## src/rtl/sample_serializer_if.sv

```systemverilog
// Word-in / byte-out bundle for the sample serializer.
// Signal names follow the direction as seen from the serializer itself.
interface sample_serializer_if;
  logic [31:0] data_i;
  logic        valid_i;
  logic        ready_o;
  logic [3:0]  grp_en_i;
  logic [7:0]  byte_o;
  logic        byte_valid_o;
  logic        byte_ready_i;
  logic        busy_o;

  // Serializer side
  modport slave (
    input  data_i,
    input  valid_i,
    output ready_o,
    input  grp_en_i,
    output byte_o,
    output byte_valid_o,
    input  byte_ready_i,
    output busy_o
  );

  // Producer / transmitter side
  modport master (
    output data_i,
    output valid_i,
    input  ready_o,
    output grp_en_i,
    input  byte_o,
    input  byte_valid_o,
    output byte_ready_i,
    input  busy_o
  );
endinterface : sample_serializer_if

```

## src/rtl/sample_serializer.sv

```systemverilog
// Sample serializer: accepts one 32-bit sample word, then emits the bytes of
// the enabled channel groups (ascending group order) to a UART transmitter.
// All outputs are registered; ready_o has no combinational input path.
module sample_serializer (
  input  logic               clk_i,
  input  logic               rst_in,
  sample_serializer_if.slave bus
);

  typedef enum logic [0:0] {
    ST_IDLE  = 1'b0,
    ST_SHIFT = 1'b1
  } state_e;

  // Byte of group idx from a captured word.
  function automatic logic [7:0] sel_byte(input logic [31:0] word,
                                          input logic [1:0]  idx);
    logic [7:0] b;
    case (idx)
      2'd0:    b = word[7:0];
      2'd1:    b = word[15:8];
      2'd2:    b = word[23:16];
      2'd3:    b = word[31:24];
      default: b = 8'h00;
    endcase
    return b;
  endfunction

  // Lowest set bit of a group mask as {found, index}.
  function automatic logic [2:0] lowest_grp(input logic [3:0] mask);
    logic [2:0] r;
    if (mask[0]) begin
      r = 3'b100;
    end else if (mask[1]) begin
      r = 3'b101;
    end else if (mask[2]) begin
      r = 3'b110;
    end else if (mask[3]) begin
      r = 3'b111;
    end else begin
      r = 3'b000;
    end
    return r;
  endfunction

  // Next enabled group strictly above idx as {found, index}; skipping
  // disabled groups this way costs no extra cycles.
  function automatic logic [2:0] next_grp(input logic [3:0] mask,
                                          input logic [1:0] idx);
    logic [3:0] above;
    case (idx)
      2'd0:    above = mask & 4'b1110;
      2'd1:    above = mask & 4'b1100;
      2'd2:    above = mask & 4'b1000;
      2'd3:    above = 4'b0000;
      default: above = 4'b0000;
    endcase
    return lowest_grp(above);
  endfunction

  state_e      state_q, state_d;
  logic [1:0]  idx_q, idx_d;
  logic [31:0] word_q, word_d;
  logic [3:0]  snap_q, snap_d;
  logic [7:0]  byte_q, byte_d;
  logic        byte_valid_q, byte_valid_d;
  logic        busy_q, busy_d;
  logic        ready_q, ready_d;

  logic [2:0]  first_s;
  logic [2:0]  next_s;
  logic        word_xfer_s;
  logic        byte_xfer_s;

  // The live mask only matters at the word transfer; afterwards only the
  // snapshot is consulted, so mid-word mask changes cannot disturb a word.
  assign first_s     = lowest_grp(bus.grp_en_i);
  assign next_s      = next_grp(snap_q, idx_q);
  assign word_xfer_s = bus.valid_i & ready_q;
  assign byte_xfer_s = byte_valid_q & bus.byte_ready_i;

  // Next-state and next-output logic of the IDLE/SHIFT machine.
  always_comb begin
    state_d      = state_q;
    idx_d        = idx_q;
    word_d       = word_q;
    snap_d       = snap_q;
    byte_d       = byte_q;
    byte_valid_d = byte_valid_q;
    busy_d       = busy_q;
    ready_d      = ready_q;

    case (state_q)
      ST_IDLE: begin
        ready_d      = 1'b1;
        byte_valid_d = 1'b0;
        busy_d       = 1'b0;
        if (word_xfer_s) begin
          word_d = bus.data_i;
          snap_d = bus.grp_en_i;
          if (first_s[2]) begin
            state_d      = ST_SHIFT;
            idx_d        = first_s[1:0];
            byte_d       = sel_byte(bus.data_i, first_s[1:0]);
            byte_valid_d = 1'b1;
            busy_d       = 1'b1;
            ready_d      = 1'b0;
          end else begin
            // Empty mask: the word is consumed and silently dropped.
            state_d = ST_IDLE;
          end
        end else begin
          state_d = ST_IDLE;
        end
      end

      ST_SHIFT: begin
        ready_d = 1'b0;
        if (byte_xfer_s) begin
          if (next_s[2]) begin
            state_d      = ST_SHIFT;
            idx_d        = next_s[1:0];
            byte_d       = sel_byte(word_q, next_s[1:0]);
            byte_valid_d = 1'b1;
            busy_d       = 1'b1;
          end else begin
            state_d      = ST_IDLE;
            byte_d       = 8'h00;
            byte_valid_d = 1'b0;
            busy_d       = 1'b0;
            ready_d      = 1'b1;
          end
        end else begin
          // Backpressure: hold the current byte untouched.
          state_d      = ST_SHIFT;
          byte_valid_d = 1'b1;
          busy_d       = 1'b1;
        end
      end

      default: begin
        state_d      = ST_IDLE;
        idx_d        = 2'd0;
        byte_d       = 8'h00;
        byte_valid_d = 1'b0;
        busy_d       = 1'b0;
        ready_d      = 1'b0;
      end
    endcase
  end

  // State and output registers; reset clears everything, discarding any
  // partially serialized word.
  always_ff @(posedge clk_i or negedge rst_in) begin
    if (!rst_in) begin
      state_q      <= ST_IDLE;
      idx_q        <= 2'd0;
      word_q       <= 32'h0000_0000;
      snap_q       <= 4'b0000;
      byte_q       <= 8'h00;
      byte_valid_q <= 1'b0;
      busy_q       <= 1'b0;
      ready_q      <= 1'b0;
    end else begin
      state_q      <= state_d;
      idx_q        <= idx_d;
      word_q       <= word_d;
      snap_q       <= snap_d;
      byte_q       <= byte_d;
      byte_valid_q <= byte_valid_d;
      busy_q       <= busy_d;
      ready_q      <= ready_d;
    end
  end

  assign bus.ready_o      = ready_q;
  assign bus.byte_o       = byte_q;
  assign bus.byte_valid_o = byte_valid_q;
  assign bus.busy_o       = busy_q;

endmodule : sample_serializer

```

## src/flat_wrapper.sv

```systemverilog
// flat-port wrapper written by rule: the top's interface ports become plain ports
module sample_serializer_flat 
  (clk_i, rst_in, bus_data_i, bus_valid_i, bus_ready_o, bus_grp_en_i, bus_byte_o, bus_byte_valid_o, bus_byte_ready_i, bus_busy_o);
  sample_serializer_if bus_i ();
  input  logic clk_i;
  input  logic rst_in;
  input wire logic [$bits(bus_i.data_i)-1:0] bus_data_i;
  input wire logic [$bits(bus_i.valid_i)-1:0] bus_valid_i;
  output wire logic [$bits(bus_i.ready_o)-1:0] bus_ready_o;
  input wire logic [$bits(bus_i.grp_en_i)-1:0] bus_grp_en_i;
  output wire logic [$bits(bus_i.byte_o)-1:0] bus_byte_o;
  output wire logic [$bits(bus_i.byte_valid_o)-1:0] bus_byte_valid_o;
  input wire logic [$bits(bus_i.byte_ready_i)-1:0] bus_byte_ready_i;
  output wire logic [$bits(bus_i.busy_o)-1:0] bus_busy_o;
  assign bus_i.data_i = bus_data_i;
  assign bus_i.valid_i = bus_valid_i;
  assign bus_ready_o = bus_i.ready_o;
  assign bus_i.grp_en_i = bus_grp_en_i;
  assign bus_byte_o = bus_i.byte_o;
  assign bus_byte_valid_o = bus_i.byte_valid_o;
  assign bus_i.byte_ready_i = bus_byte_ready_i;
  assign bus_busy_o = bus_i.busy_o;
  sample_serializer u_core (.clk_i(clk_i), .rst_in(rst_in), .bus(bus_i));
endmodule
```

## config.mk

```make
export PLATFORM = sky130hd
export DESIGN_NAME = sample_serializer_flat
export DESIGN_NICKNAME = d
export VERILOG_FILES = /design/src/rtl/sample_serializer_if.sv /design/src/rtl/sample_serializer.sv /design/src/flat_wrapper.sv
export SDC_FILE = /design/constraint.sdc
export NUM_CORES = 1
export LEC_CHECK = 0
export ABC_CLOCK_PERIOD_IN_PS = 1800
export BUFFER_PORTS_ARGS = -buffer_cell sky130_fd_sc_hd__buf_2
export CAP_MARGIN = 20
export CORE_UTILIZATION = 53
export CTS_BUF_LIST = sky130_fd_sc_hd__clkbuf_4 sky130_fd_sc_hd__clkbuf_8 sky130_fd_sc_hd__clkbuf_16
export DETAILED_ROUTE_END_ITERATION = 7
export PLACE_DENSITY = 0.79
export SYNTH_ARGS = -nofsm -noshare
export SYNTH_HDL_FRONTEND = slang
export SYNTH_SLANG_ARGS = --single-unit
```

## constraint.sdc

```tcl
create_clock -name clk_i -period 1.8 [get_ports clk_i]
set_input_delay 0.27 -clock clk_i [delete_from_list [all_inputs] [get_ports clk_i]]
set_output_delay 0.27 -clock clk_i [all_outputs]
set_load 0.02 [all_outputs]
```

# Word-level counts from Yosys, hierarchy flattened
# Index checks and enable logic that the tools add are counted.
# word_totals
regBits,48
latch_bits,0
ramBits,0
rom_bits,0
inputBits,40
word_cells,59
memories,0
# classes
addsub,0
mul,0
div,0
n_lt_le_gt_ge,0
eq_ne,13
shifts,0
n_mux,31
n_bitwise,3
reduce_logical,6
# op_table
op,n
$pmux W8 S4,2
$mux W8,4
$mux W3,8
$pmux W4 S4,1
$pmux W8 S2,1
$eq A2 B2 Y1 const B,6
$mux W1,8
$mux W2,4
$eq A2 B1 Y1 const B,3
$logic_not A2 Y1,3
$ne A2 B1 Y1 const B,2
$ne A2 B2 Y1 const B,2
$pmux W1 S2,2
$pmux W2 S2,1
$reduce_and A4 Y1,1
$reduce_and A3 Y1,1
$and A1 B1 Y1,2
$reduce_and A2 Y1,1
$not A1 Y1,1

# Longest topological paths before layout
# Gate-level depths: netlist (run 1).
# depth
ltp_word,11
depth_mapped,6

# Least setup slack after synthesis (run 1)
# No wires, ideal clock.
# synth_timing
path_type,register -> register
startpoint,"reg u_core.byte_valid_q, in the netlist u_core.bus.byte_valid_o"
endpoint,"reg u_core.byte_q[0], in the netlist u_core.bus.byte_o[0]"
setup_ns,0.135
arrival_time_ns,1.336
slack_ns,0.329
stages_incl_launch_ff,6
n_path_buf,1
synth_period_minus_slack_ns,1.471
cell_sequence,dfrtp_1 nand3b_1 buf_2 o21a_1 a32oi_1 o21ai_1
# synth_between
elab_chain_cells,3
# synth_rtl
item,line_no,text
"start, declared",sample_serializer.sv:66,"logic byte_valid_q, byte_valid_d;"
"start signal, assigned",sample_serializer.sv:170,byte_valid_q <= byte_valid_d;
$and A1 B1 Y1 / $not A1 Y1 (equally long branches),n/a,
$ne A2 B2 Y1 (no line) / $ne A2 B1 Y1 (equally long branches),n/a,
$reduce_and A3 Y1 (no line),n/a,
"end signal, assigned",sample_serializer.sv:169,byte_q <= byte_d;
"end, declared",sample_serializer.sv:65,"logic [7:0] byte_q, byte_d;"
# Several ways; a longest one is shown, not always the timed one.
# A chain may end at the register's enable or synchronous reset.

# Worst setup path in the final report (run 1)
# layout_timing
startpoint,"reg u_core.byte_valid_q, in the netlist u_core.bus.byte_valid_o"
endpoint,"reg u_core.byte_q[2], in the netlist u_core.bus.byte_o[2]"
# Same word-level chain as after synthesis.

==> reports/qor.json, run 1 <==
{
  "critPathKind": "reg -> reg",
  "crit_arrival_ns": 1.85,
  "grtUsageTotal_pct": 27.6,
  "critPathRequiredTime_ns": 2.03,
  "drv_cap": 0,
  "cts.path.max_buffers": 2,
  "synth_cell_type_count": 35,
  "synthesis.nets": 241,
  "clock_insertion_delay_worst_skew_ns": 0.30,
  "per_instance_average_area_after_synthesis_um2": 10.9,
  "cts.htree.levels": 2,
  "post_drt_via_cell_ratio": 5.95,
  "cts.root.buffer_cell": "clkbuf_8",
  "peakVddDrop_v": 0.000705,
  "fin_util_pct": 65.2,
  "drc_errors": 0,
  "post_synth_main_area_contributors": "dfrtp_1, mux2_1, nor3b_1",
  "setup.worst_path.end_class": "flip-flop",
  "area_enclosed_by_the_die_boundary_mm2": 0.00440,
  "grt_max_degree": 23,
  "maxSlewViolCount": 0,
  "core_area_mm2": 0.00400,
  "synth_top_cell_area_share_pct": 44.5,
  "period_needed_ns": 1.62,
  "postRouteWirelength_um": 5440,
  "maximum_single_stage_delay_on_the_critical_path_ns": 0.46,
  "cts_resized": 0,
  "power_per_cell_area_mw_per_mm2": 1550,
  "async_reset_ff_share_pct": 100,
  "drt_first_iter_violations": 93,
  "detailroute.via_count": 1827,
  "post_cts_hold_buffer_count": 1,
  "place.gp.congestion": 0.977,
  "placementRows": 23,
  "worst_slew_pin_slew_ns": 0.602,
  "synthToLayoutAreaGrowth_pct": 18.9,
  "p_leak_uw": 0.00114,
  "initial_cell_density_of_the_core_pct": 54.8,
  "ant_diodes": 0,
  "max-slew-margin-rel_pct": 59.7,
  "ys.warnings.count": 0,
  "grt_pass1_wl_um": 8800,
  "report.final.setup_viol": 0,
  "finalHoldViolations": 0,
  "result_of_the_run": "complete, no violations",
  "setup_repair_bufs_after_cts": 0,
  "ant_nets": 0,
  "drive_above_1_share_pct": 35.0,
  "design.final.nets": 296,
  "portion_of_the_clock_cycle_consumed_by_the_worst_path_in_the_final_layout_pct": 89.9,
  "number_of_optimization_iterations_in_the_first_detailed_route_pass": 4,
  "crit_path_max_fanout": 9,
  "port_buffers": 50,
  "tritoncts_clock_tree": "built",
  "detail_route.wl_per_cell_um": 17.7,
  "globalRouteOverflowTotal": 0,
  "place.detailed.hpwl_um": 3790,
  "tritoncts.num_buffers": 5,
  "worst_setup_path_start_kind": "flip-flop",
  "synth_area_mm2": 0.00219,
  "finClkSkew_ns": 0.00717,
  "grt_antenna_before_repair": 0,
  "top_achievable_clock_speed_mhz": 618,
  "unrepaired_setup_endpoints_after_global_routing": "false",
  "die_y_um": 66.3,
  "numClockSinks": 39,
  "synth_enable_flop_cells": 0,
  "critical_path.slowest_cell": "dfrtp_1",
  "die_x_um": 66.3,
  "cts.clk_slew.worst_paths_ns": 0.08,
  "synth_top_flop_cell": "dfrtp_1",
  "io_pins": 51,
  "postSynthRegisterBits": 39,
  "synth.largest_area_cell": "dfrtp_1",
  "vias_in_the_first_global_route": 1837,
  "tns_ns": 0,
  "worst_path_cell_chain": "nand3b_1 > nor2_2 > buf_4 > a32oi_1 > o21ai_1",
  "hp_class": "in -> reg",
  "netlist_instances": 201,
  "seq_area_frac_synth_pct": 44.5
}
metal layers:
layer | up-vias | global-route usage [%] | part of all wire [%]
met5 | - | 0 | 0
met4 | 0 | 12.0 | 1.4
met3 | 9 | 6.72 | 7.4
met2 | 78 | 44.5 | 48
met1 | 886 | 34.9 | 44
li1 | 854 | - | -
final timing paths:
kind	start	to	slack, ns	cells after the start
setup / recovery	u_core.bus.byte_valid_o$_DFF_PN0_	u_core.bus.byte_o[2]$_DFFE_PN0P_	0.18	5
min in group asynchronous	rst_in	u_core.idx_q[1]$_DFFE_PN0P_	0.47	2
setup reg to reg	u_core.bus.byte_valid_o$_DFF_PN0_	u_core.bus.byte_o[2]$_DFFE_PN0P_	0.18	5
hold / removal	bus_data_i[23]	u_core.word_q[23]$_DFFE_PN0P_	0.19	2
hold reg to reg	u_core.word_q[19]$_DFFE_PN0P_	u_core.word_q[19]$_DFFE_PN0P_	0.49	1
max in group asynchronous	rst_in	u_core.word_q[25]$_DFFE_PN0P_	0.78	3
synthesized netlist by cell type (5+ instances only):
cell type,n
nor3b_1,17
o31ai_1,9
mux2_2,11
a311oi_1,8
a21oi_1,12
dfrtp_1,39
mux2_1,15
o21ai_0,5
and2_1,8
a32oi_1,8
o21ai_1,8
nand2b_1,10
nor2b_1,10
buf_2,6
flip-flops by register name (all words and copies together), names as in the netlist:
| register | count |
|---|---|
| u_core.snap_q | 3 |
| u_core.word_q | 24 |
| u_core.bus.byte_o | 8 |
| u_core.idx_q | 2 |
| u_core.bus.ready_o | 1 |
| u_core.bus.byte_valid_o | 1 |
final cells by class:
| class | count | area [um^2] |
|---|---|---|
| multi-input cells | 142 | 1110 |
| inverters | 4 | 15.0 |
| fillers | 328 | 1390 |
| well taps | 50 | 62.6 |
| clock inverters | 3 | 15.0 |
| repair buffers | 64 | 358 |
| flip-flops and latches | 39 | 976 |
| clock buffers | 5 | 68.8 |
cells in the final DEF (no fill, tap or decap), types with 3 or more instances in the layout:
cell type  count
a21oi_1       12
a311oi_1       8
a32oi_1        8
and2_1         8
buf_2         50
buf_4         13
clkbuf_8       5
clkinv_2       3
dfrtp_1       39
inv_1          4
mux2_1        15
mux2_2        11
nand2_1        3
nand2b_1      10
nor2_1         3
nor2b_1       10
nor3b_1       17
o21ai_0        5
o21ai_1        8
o31ai_1        9
report_power, final:
part	internal [uW]	switching, uW	leakage [uW]
Clock	265	324	0.0000477
Combinational	862	981	0.000624
Sequential	1310	306	0.000470
Total	2440	1610	0.00114
critical path, delay by kind of cell (launching register included):
family                 cells  cell delay, ns
AOI/OAI and AO/OA          2            0.20
and+or+nand+nor            2            0.67
buffers and inverters      1            0.22
DFF                        1            0.46
stage by stage:
stage | cell area (um^2) | instances | setup WS, ns | total power [uW] | hold slack, ns
6_report | 2610 | 307 | 0.181 | 4050 | 0.194
3_5_place_dp | 2510 | 298 | 0.211 | 3470 | 0.265
3_3_place_gp | 2510 | 298 | 0.272 | 3400 | 0.266
5_1_grt | 2610 | 307 | 0.0297 | 4320 | 0.191
2_1_floorplan | 2190 | 201 | 0.329 | 2900 | -0.0256
4_1_cts | 2610 | 307 | 0.194 | 4070 | 0.191
logic make-up (layout without fill, tap and decap cells):
family          Yosys count  count (layout)  synth area share, %
simple gates             60              60                 19.2
compound gates           54              54                 17.3
buf+inv                  20              76                 4.79
flops                    39              39                 44.5
mux                      28              28                 14.3
(Power assumes the default switching activity.)
==> inputs of run 2 (changes only) <==
- REMOVE_ABC_BUFFERS: not set -> 1
==> run 2 against run 1 <==
Compared with the run above:
- clock-buffer cell count rose by 1
- critical path depth down 1
- final cell count shrank 0.33%
- setup slack got worse by 0.037 ns
- clock skew decreased by 0.0020 ns
- maximum frequency decreased by 2.2%
- critical endpoint is now u_core.bus.byte_o[3]$_DFFE_PN0P_
==> reports/qor.json, run 2 (synthesized netlist as in run 1, its figures left out) <==
{
  "critPathKind": "reg -> reg",
  "post-place-cells": {"value": 298, "change": "unchanged"},
  "synthToLayoutAreaGrowth_pct": 20.0,
  "postPlaceCellArea": {"value": 0.00251, "unit": "mm^2", "change": "unchanged"},
  "vias_in_the_first_global_route": {"value": 1690, "change": "-8.0%"},
  "period_needed": {"value": 1.66, "unit": "ns", "change": "+0.0368 ns"},
  "number_of_optimization_iterations_in_the_first_detailed_route_pass": {"value": 5, "change": "+1"},
  "num-fill-cells": {"value": 324, "change": "-1.2%"},
  "drt_first_iter_violations": {"value": 108, "change": "+16%"},
  "detailroute.via_count": {"value": 1823, "change": "-0.22%"},
  "detail_route.wl_per_cell": {"value": 17.6, "unit": "um", "change": "-0.82%"},
  "cp_top_family": "simple AND/OR/NAND/NOR gates",
  "worst_setup_path_start_kind": "flip-flop",
  "drv_cap": {"value": 0, "change": "unchanged"},
  "layout_commonest_cell": "buf_2",
  "maximum_single_stage_delay_on_the_critical_path": {"value": 0.53, "unit": "ns", "change": "+0.07 ns"},
  "ant_nets": {"value": 0, "change": "unchanged"},
  "power_per_cell_area": {"value": 1620, "unit": "mW/mm^2", "change": "+4.4%"},
  "area_enclosed_by_the_die_boundary": {"value": 0.00440, "unit": "mm^2", "change": "unchanged"},
  "netSwitchingFraction": {"value": 38.1, "unit": "%", "change": "-1.7 points"},
  "grt_pass1_wl": {"value": 8560, "unit": "um", "change": "-2.7%"},
  "mostFrequentLayoutCells": "buf_2, dfrtp_1, nor3b_1",
  "crit_path_max_fanout": {"value": 10, "change": "+1"},
  "peakVddDrop": {"value": 0.000880, "unit": "V", "change": "+25%"},
  "result_of_the_run": "complete, no violations",
  "fin_util": {"value": 65.8, "unit": "%", "change": "+0.59 points"},
  "p_total": {"value": 4270, "unit": "uW", "change": "+5.4%"},
  "relative_contribution_of_combinational_cells_to_total_power": {"value": 44.4, "unit": "%", "change": "-1.1 points"},
  "power.share.clock": {"value": 17.9, "unit": "%", "change": "+3.4 points"},
  "drive_above_1_share": {"value": 35.2, "unit": "%", "change": "+0.14 points"},
  "share_seq_of_total_power": {"value": 37.7, "unit": "%", "change": "-2.3 points"},
  "clock_insertion_delay_worst_skew": {"value": 0.30, "unit": "ns", "change": "about the same"},
  "maxSlewViolCount": {"value": 0, "change": "unchanged"},
  "critPathRequiredTime": {"value": 1.95, "unit": "ns", "change": "-0.08 ns"},
  "max-slew-margin-rel": {"value": 54.6, "unit": "%", "change": "-5.1 points"},
  "postLayoutCellArea": {"value": 0.00263, "unit": "mm^2", "change": "+0.91%"},
  "cts.htree.levels": {"value": 2, "change": "unchanged"},
  "grt_max_degree": {"value": 40, "change": "+74%"},
  "unrepaired_setup_endpoints_after_global_routing": "false",
  "setup_repair_bufs_after_cts": {"value": 0, "change": "unchanged"},
  "finClkSkew": {"value": 0.00512, "unit": "ns", "change": "-0.00205 ns"},
  "layoutNonFillerInstCount": {"value": 306, "change": "-0.33%"},
  "globalRouteOverflowTotal": {"value": 0, "change": "unchanged"},
  "crit_arrival": {"value": 1.81, "unit": "ns", "change": "-0.04 ns"},
  "design.final.nets": {"value": 295, "change": "-0.34%"},
  "port_buffers": {"value": 50, "change": "unchanged"},
  "drc_errors": {"value": 0, "change": "unchanged"},
  "worst_slew_pin_slew": {"value": 0.678, "unit": "ns", "change": "+0.0757 ns"},
  "setup_slack_after_placement": {"value": 0.186, "unit": "ns", "change": "-0.0251 ns"},
  "grt_antenna_before_repair": {"value": 0, "change": "unchanged"},
  "initial_cell_density_of_the_core": {"value": 54.8, "unit": "%", "change": "unchanged"},
  "largest_reg_flops": {"value": 24, "change": "unchanged"},
  "top_achievable_clock_speed": {"value": 604, "unit": "MHz", "change": "-2.2%"},
  "setup.worst_path.end_class": "flip-flop",
  "cts.clk_slew.worst_paths": {"value": 0.08, "unit": "ns", "change": "about the same"},
  "tritoncts.num_buffers": {"value": 5, "change": "unchanged"},
  "netSwitchingPower": {"value": 1630, "unit": "uW", "change": "+0.94%"},
  "post_cts_hold_buffer_count": {"value": 0, "change": "-1"},
  "worst_path_cell_chain": "nand2b_4 > a211oi_2 > nor2_1 > o21ai_1",
  "tritoncts_clock_tree": "built",
  "report.final.setup_viol": {"value": 0, "change": "unchanged"},
  "portion_of_the_clock_cycle_consumed_by_the_worst_path_in_the_final_layout": {"value": 92.0, "unit": "%", "change": "+2.0 points"},
  "post_drt_via_cell_ratio": {"value": 5.96, "change": "+0.11%"},
  "power.internal": {"value": 2640, "unit": "uW", "change": "+8.3%"},
  "ant_diodes": {"value": 0, "change": "unchanged"},
  "critical_path.slowest_cell": "nor2_1",
  "finalHoldViolations": {"value": 0, "change": "unchanged"},
  "numClockSinks": {"value": 39, "change": "unchanged"},
  "placementRows": {"value": 23, "change": "unchanged"},
  "crit_buf_inv": {"value": 0, "change": "-1"},
  "hp_class": "in -> async",
  "die_y": {"value": 66.3, "unit": "um", "change": "unchanged"},
  "place.detailed.hpwl": {"value": 3640, "unit": "um", "change": "-3.8%"},
  "die_x": {"value": 66.3, "unit": "um", "change": "unchanged"},
  "p_leak": {"value": 0.00115, "unit": "uW", "change": "+0.90%"},
  "register_containing_the_most_flip_flops_in_the_final_layout": "u_core.word_q",
  "cts.root.buffer_cell": "clkbuf_8",
  "grtUsageTotal": {"value": 27.0, "unit": "%", "change": "-0.58 points"},
  "cts_resized": {"value": 0, "change": "unchanged"},
  "postRouteWirelength": {"value": 5380, "unit": "um", "change": "-1.1%"},
  "cts.path.max_buffers": {"value": 2, "change": "unchanged"},
  "core_area": {"value": 0.00400, "unit": "mm^2", "change": "unchanged"},
  "io_pins": {"value": 51, "change": "unchanged"},
  "finalWorstSetupSlack": {"value": 0.144, "unit": "ns", "change": "-0.0368 ns"},
  "place.gp.congestion": {"value": 0.850, "change": "-13%"}
}
[run 2: cell count changes in the layout (fill, tap and decap cells not counted), sizes merged]
cell / change
bufinv: +1
dlygate4sd3: -1
clkinv: -2
clkbuf: +1
[run 2: through the flow]
| stage | hold slack (ns) | TNS, ns |
|---|---|---|
| 6_report | 0.0142 | 0 |
| 5_1_grt | 0.0644 | 0 |
| 3_3_place_gp | 0.358 | 0 |
| 3_5_place_dp | 0.360 | 0 |
| 2_1_floorplan | -0.0256 | -14.13 |
| 4_1_cts | 0.0372 | 0 |
[run 2: area by class of cell]
cell class	count	area [um^2]	share of cell area [%]
clock inverter	2	35.0	1.33
sequential	39	976	37.1
inverter	4	15.0	0.571
tap	50	62.6	2.38
multi-input combinational	142	1110	42.3
clock buffer	6	82.6	3.14
timing repair buffer	63	348	13.2
[run 2: worst paths after layout]
path / startpoint / depth (start not counted) / slack [ns] / to
worst max-delay path: u_core.idx_q[1]$_DFFE_PN0P_ / 4 / 0.14 / u_core.bus.byte_o[3]$_DFFE_PN0P_
worst min-delay path: rst_in / 2 / 0.01 / u_core.bus.byte_valid_o$_DFF_PN0_
worst max register to register: u_core.idx_q[1]$_DFFE_PN0P_ / 4 / 0.14 / u_core.bus.byte_o[3]$_DFFE_PN0P_
worst min register to register: u_core.word_q[15]$_DFFE_PN0P_ / 1 / 0.49 / u_core.word_q[15]$_DFFE_PN0P_
max in group asynchronous: rst_in / 2 / 1.44 / u_core.word_q[23]$_DFFE_PN0P_
min in group clk_i: bus_data_i[26] / 2 / 0.20 / u_core.word_q[26]$_DFFE_PN0P_
[run 2: power groups by stage]
stage / sequential, uW / combinational, uW / clock [uW]
2_1_floorplan: 1700 / 1110 / 0
3_3_place_gp: 1600 / 1830 / 0
3_5_place_dp: 1610 / 1890 / 0
4_1_cts: 1600 / 1900 / 781
5_1_grt: 1660 / 2080 / 815
6_report: 1610 / 1890 / 765
[run 2: layer usage]
layer	wire (um)	vias to the layer above	global-route usage [%]
met5	0	-	0
met4	102	0	10.4
met3	329	12	7.07
met2	2620	81	41.2
met1	2320	879	36.5
li1	-	851	-
==> inputs of run 3 (changes only) <==
- ABC_CLOCK_PERIOD_IN_PS: 1800 -> 1400
- CORE_UTILIZATION: 53 -> 48
- PLACE_DENSITY: 0.79 -> 0.75
- clock period: 1.8 -> 1.4 ns (I/O delays scaled with it)
==> run 3 against run 2 <==
Compared with the run above:
- the run now ends with negative setup slack left
- utilization up 3.1 points
- setup slack worse by 0.24 ns
- sequential share of layout area down 4.7 points
==> reports/qor.json, run 3 (synthesized netlist as in run 1, its figures left out) <==
{
  "tritoncts_clock_tree": "built",
  "initial_cell_density_of_the_core": {"value": 50.0, "unit": "%", "change": "-4.8 points"},
  "ant_nets": {"value": 0, "change": "unchanged"},
  "clock_insertion_delay_worst_skew": {"value": 0.30, "unit": "ns", "change": "about the same"},
  "report.final.setup_viol": {"value": 13, "change": "+13"},
  "p_total": {"value": 6490, "unit": "uW", "change": "+52%"},
  "cts.path.max_buffers": {"value": 2, "change": "unchanged"},
  "detailroute.via_count": {"value": 1932, "change": "+6.0%"},
  "hold_crit_start": "bus_data_i[28]",
  "grt_antenna_before_repair": {"value": 0, "change": "unchanged"},
  "placementRows": {"value": 24, "change": "+4.3%"},
  "post_drt_via_cell_ratio": {"value": 5.77, "change": "-3.2%"},
  "postRouteWirelength": {"value": 6000, "unit": "um", "change": "+12%"},
  "largest_reg_flops": {"value": 24, "change": "unchanged"},
  "crit-reg2reg-capture": "u_core.idx_q[1]$_DFFE_PN0P_",
  "share_seq_of_total_power": {"value": 31.8, "unit": "%", "change": "-5.9 points"},
  "cts.clk_slew.worst_paths": {"value": 0.08, "unit": "ns", "change": "about the same"},
  "place.detailed.hpwl": {"value": 3930, "unit": "um", "change": "+7.7%"},
  "finalHoldViolations": {"value": 0, "change": "unchanged"},
  "hp_class": "in -> reg",
  "layoutNonFillerInstCount": {"value": 335, "change": "+9.5%"},
  "numClockSinks": {"value": 39, "change": "unchanged"},
  "finClkSkew": {"value": 0.00948, "unit": "ns", "change": "+0.00436 ns"},
  "worst_hold_path.endpoint": "u_core.word_q[28]$_DFFE_PN0P_",
  "post-place-cells": {"value": 318, "change": "+6.7%"},
  "drt_first_iter_violations": {"value": 145, "change": "+34%"},
  "tns": {"value": -0.614, "unit": "ns", "change": "-0.614 ns"},
  "netSwitchingFraction": {"value": 37.1, "unit": "%", "change": "-0.93 points"},
  "critPathRequiredTime": {"value": 1.57, "unit": "ns", "change": "-0.38 ns"},
  "drive_above_1_share": {"value": 47.3, "unit": "%", "change": "+12 points"},
  "place.gp.congestion": {"value": 0.847, "change": "-0.40%"},
  "area_enclosed_by_the_die_boundary": {"value": 0.00484, "unit": "mm^2", "change": "+10%"},
  "crit_arrival": {"value": 1.66, "unit": "ns", "change": "-0.15 ns"},
  "number_of_optimization_iterations_in_the_first_detailed_route_pass": {"value": 4, "change": "-1"},
  "cts.root.buffer_cell": "clkbuf_8",
  "detail_route.wl_per_cell": {"value": 17.9, "unit": "um", "change": "+1.9%"},
  "unrepaired_setup_endpoints_after_global_routing": "true",
  "top_achievable_clock_speed": {"value": 669, "unit": "MHz", "change": "+11%"},
  "tritoncts.num_buffers": {"value": 5, "change": "unchanged"},
  "portion_of_the_clock_cycle_consumed_by_the_worst_path_in_the_final_layout": {"value": 107, "unit": "%", "change": "+15 points"},
  "violations": "negative setup slack",
  "period_needed": {"value": 1.49, "unit": "ns", "change": "-0.161 ns"},
  "globalRouteOverflowTotal": {"value": 0, "change": "unchanged"},
  "cts.htree.levels": {"value": 2, "change": "unchanged"},
  "critical_path.slowest_cell": "dfrtp_2",
  "port_buffers": {"value": 50, "change": "unchanged"},
  "vias_in_the_first_global_route": {"value": 1881, "change": "+11%"},
  "finalWorstSetupSlack": {"value": -0.0944, "unit": "ns", "change": "-0.239 ns"},
  "drc_errors": {"value": 0, "change": "unchanged"},
  "grtUsageTotal": {"value": 26.3, "unit": "%", "change": "-0.74 points"},
  "netSwitchingPower": {"value": 2410, "unit": "uW", "change": "+48%"},
  "power.internal": {"value": 4080, "unit": "uW", "change": "+54%"},
  "die_x": {"value": 69.6, "unit": "um", "change": "+4.9%"},
  "register_containing_the_most_flip_flops_in_the_final_layout": "u_core.word_q",
  "io_pins": {"value": 51, "change": "unchanged"},
  "max-slew-margin-rel": {"value": 70.5, "unit": "%", "change": "+16 points"},
  "worst_path_cell_chain": "buf_4 > nand2b_4 > a211oi_4 > buf_6 > nor3_4 > mux2i_1",
  "grt_pass1_wl": {"value": 9610, "unit": "um", "change": "+12%"},
  "power.share.clock": {"value": 15.4, "unit": "%", "change": "-2.5 points"},
  "grt_max_degree": {"value": 23, "change": "-43%"},
  "layout_commonest_cell": "buf_2",
  "mostFrequentLayoutCells": "buf_2, dfrtp_1, buf_4",
  "worstHoldPathCells": 2,
  "critical_path.reg2reg.startpoint": "u_core.idx_q[1]$_DFFE_PN0P_",
  "p_leak": {"value": 0.00136, "unit": "uW", "change": "+18%"},
  "worst_slew_pin_slew": {"value": 0.442, "unit": "ns", "change": "-0.236 ns"},
  "critPathKind": "reg -> reg",
  "setup.worst_path.end_class": "flip-flop",
  "crit_path_max_fanout": {"value": 7, "change": "-3"},
  "regToRegSetupSlack": {"value": -0.09, "unit": "ns", "change": "-0.24 ns"},
  "relative_contribution_of_combinational_cells_to_total_power": {"value": 52.8, "unit": "%", "change": "+8.4 points"},
  "drv_cap": {"value": 0, "change": "unchanged"},
  "worst_setup_path_start_kind": "flip-flop",
  "timing.critical_path.from": "u_core.idx_q[1]$_DFFE_PN0P_",
  "core_area": {"value": 0.00438, "unit": "mm^2", "change": "+9.6%"},
  "die_y": {"value": 69.6, "unit": "um", "change": "+4.9%"},
  "maximum_single_stage_delay_on_the_critical_path": {"value": 0.46, "unit": "ns", "change": "-0.07 ns"},
  "synthToLayoutAreaGrowth_pct": 37.6,
  "ant_diodes": {"value": 0, "change": "unchanged"},
  "maxSlewViolCount": {"value": 0, "change": "unchanged"},
  "timing.reg2reg.worst_path_depth": {"value": 6, "change": "+2"},
  "peakVddDrop": {"value": 0.00107, "unit": "V", "change": "+22%"},
  "power_per_cell_area": {"value": 2150, "unit": "mW/mm^2", "change": "+33%"},
  "result_of_the_run": "complete, but fails checks",
  "design.final.nets": {"value": 322, "change": "+9.2%"}
}
[run 3: worst max-delay path, delay by kind of cell, from the launching register on]
kind            cells  cell delay [ns]
compound gates      1             0.31
buf+inv             2             0.30
simple gates        2             0.19
mux                 1             0.12
flops               1             0.46
[run 3: cell type report]
| class | count | area (um^2) |
|---|---|---|
| Clock buffer | 6 | 82.6 |
| Clock inverter | 2 | 35.0 |
| Fill cell | 331 | 1370 |
| Inverter | 4 | 15.0 |
| Multi-Input combinational cell | 142 | 1230 |
| Sequential cell | 39 | 977 |
| Tap cell | 52 | 65.1 |
| Timing Repair Buffer | 90 | 616 |
[run 3: worst max path at each step]
stage	cells past startpoint	endpoint	slack [ns]
after global placement	6	u_core.idx_q[1]$_DFFE_PN0P_	-0.1
final	6	u_core.idx_q[1]$_DFFE_PN0P_	-0.09
after CTS	5	u_core.bus.byte_o[3]$_DFFE_PN0P_	-0.09
after floorplan	4	u_core.idx_q[0]$_DFFE_PN0P_	-0.96
after detailed placement	5	u_core.bus.byte_o[3]$_DFFE_PN0P_	-0.15
after global routing	6	u_core.idx_q[1]$_DFFE_PN0P_	-0.15
[run 3: power groups by stage]
stage	Sequential, uW	Combinational (uW)	Clock (uW)
final	2060	3430	1000
after global routing	2120	3690	1050
after CTS	2020	3030	1010
after detailed placement	2030	2750	0
after global placement	2020	2670	0
after floorplan	2180	1430	0
[run 3: what timing repair did]
item,4_1_cts,5_1_grt
cloned,0,0
resized for setup,12,25
pin swaps,6,5
endpoints found under the setup margin,18,33
setup buffers,5,3
hold buffers,1,0
endpoints found under the hold margin,17,0
[run 3: through the flow]
step / util (%) / setup WS, ns / hold slack, ns / area (um^2)
3_3_place_gp: 60.8 / -0.0952 / 0.176 / 2660
6_report: 68.8 / -0.0944 / 0.137 / 3020
2_1_floorplan: - / -0.957 / -0.0856 / 2100
3_5_place_dp: 60.8 / -0.148 / 0.174 / 2660
4_1_cts: 65.6 / -0.0861 / 0.130 / 2870
5_1_grt: 68.8 / -0.154 / 0.132 / 3020
[run 3: metal layers]
layer / GRT usage, % / routed length, um
met2: 43.7 / 2970
met1: 34.6 / 2580
met3: 5.23 / 358
met5: 0 / 0
met4: 7.94 / 82
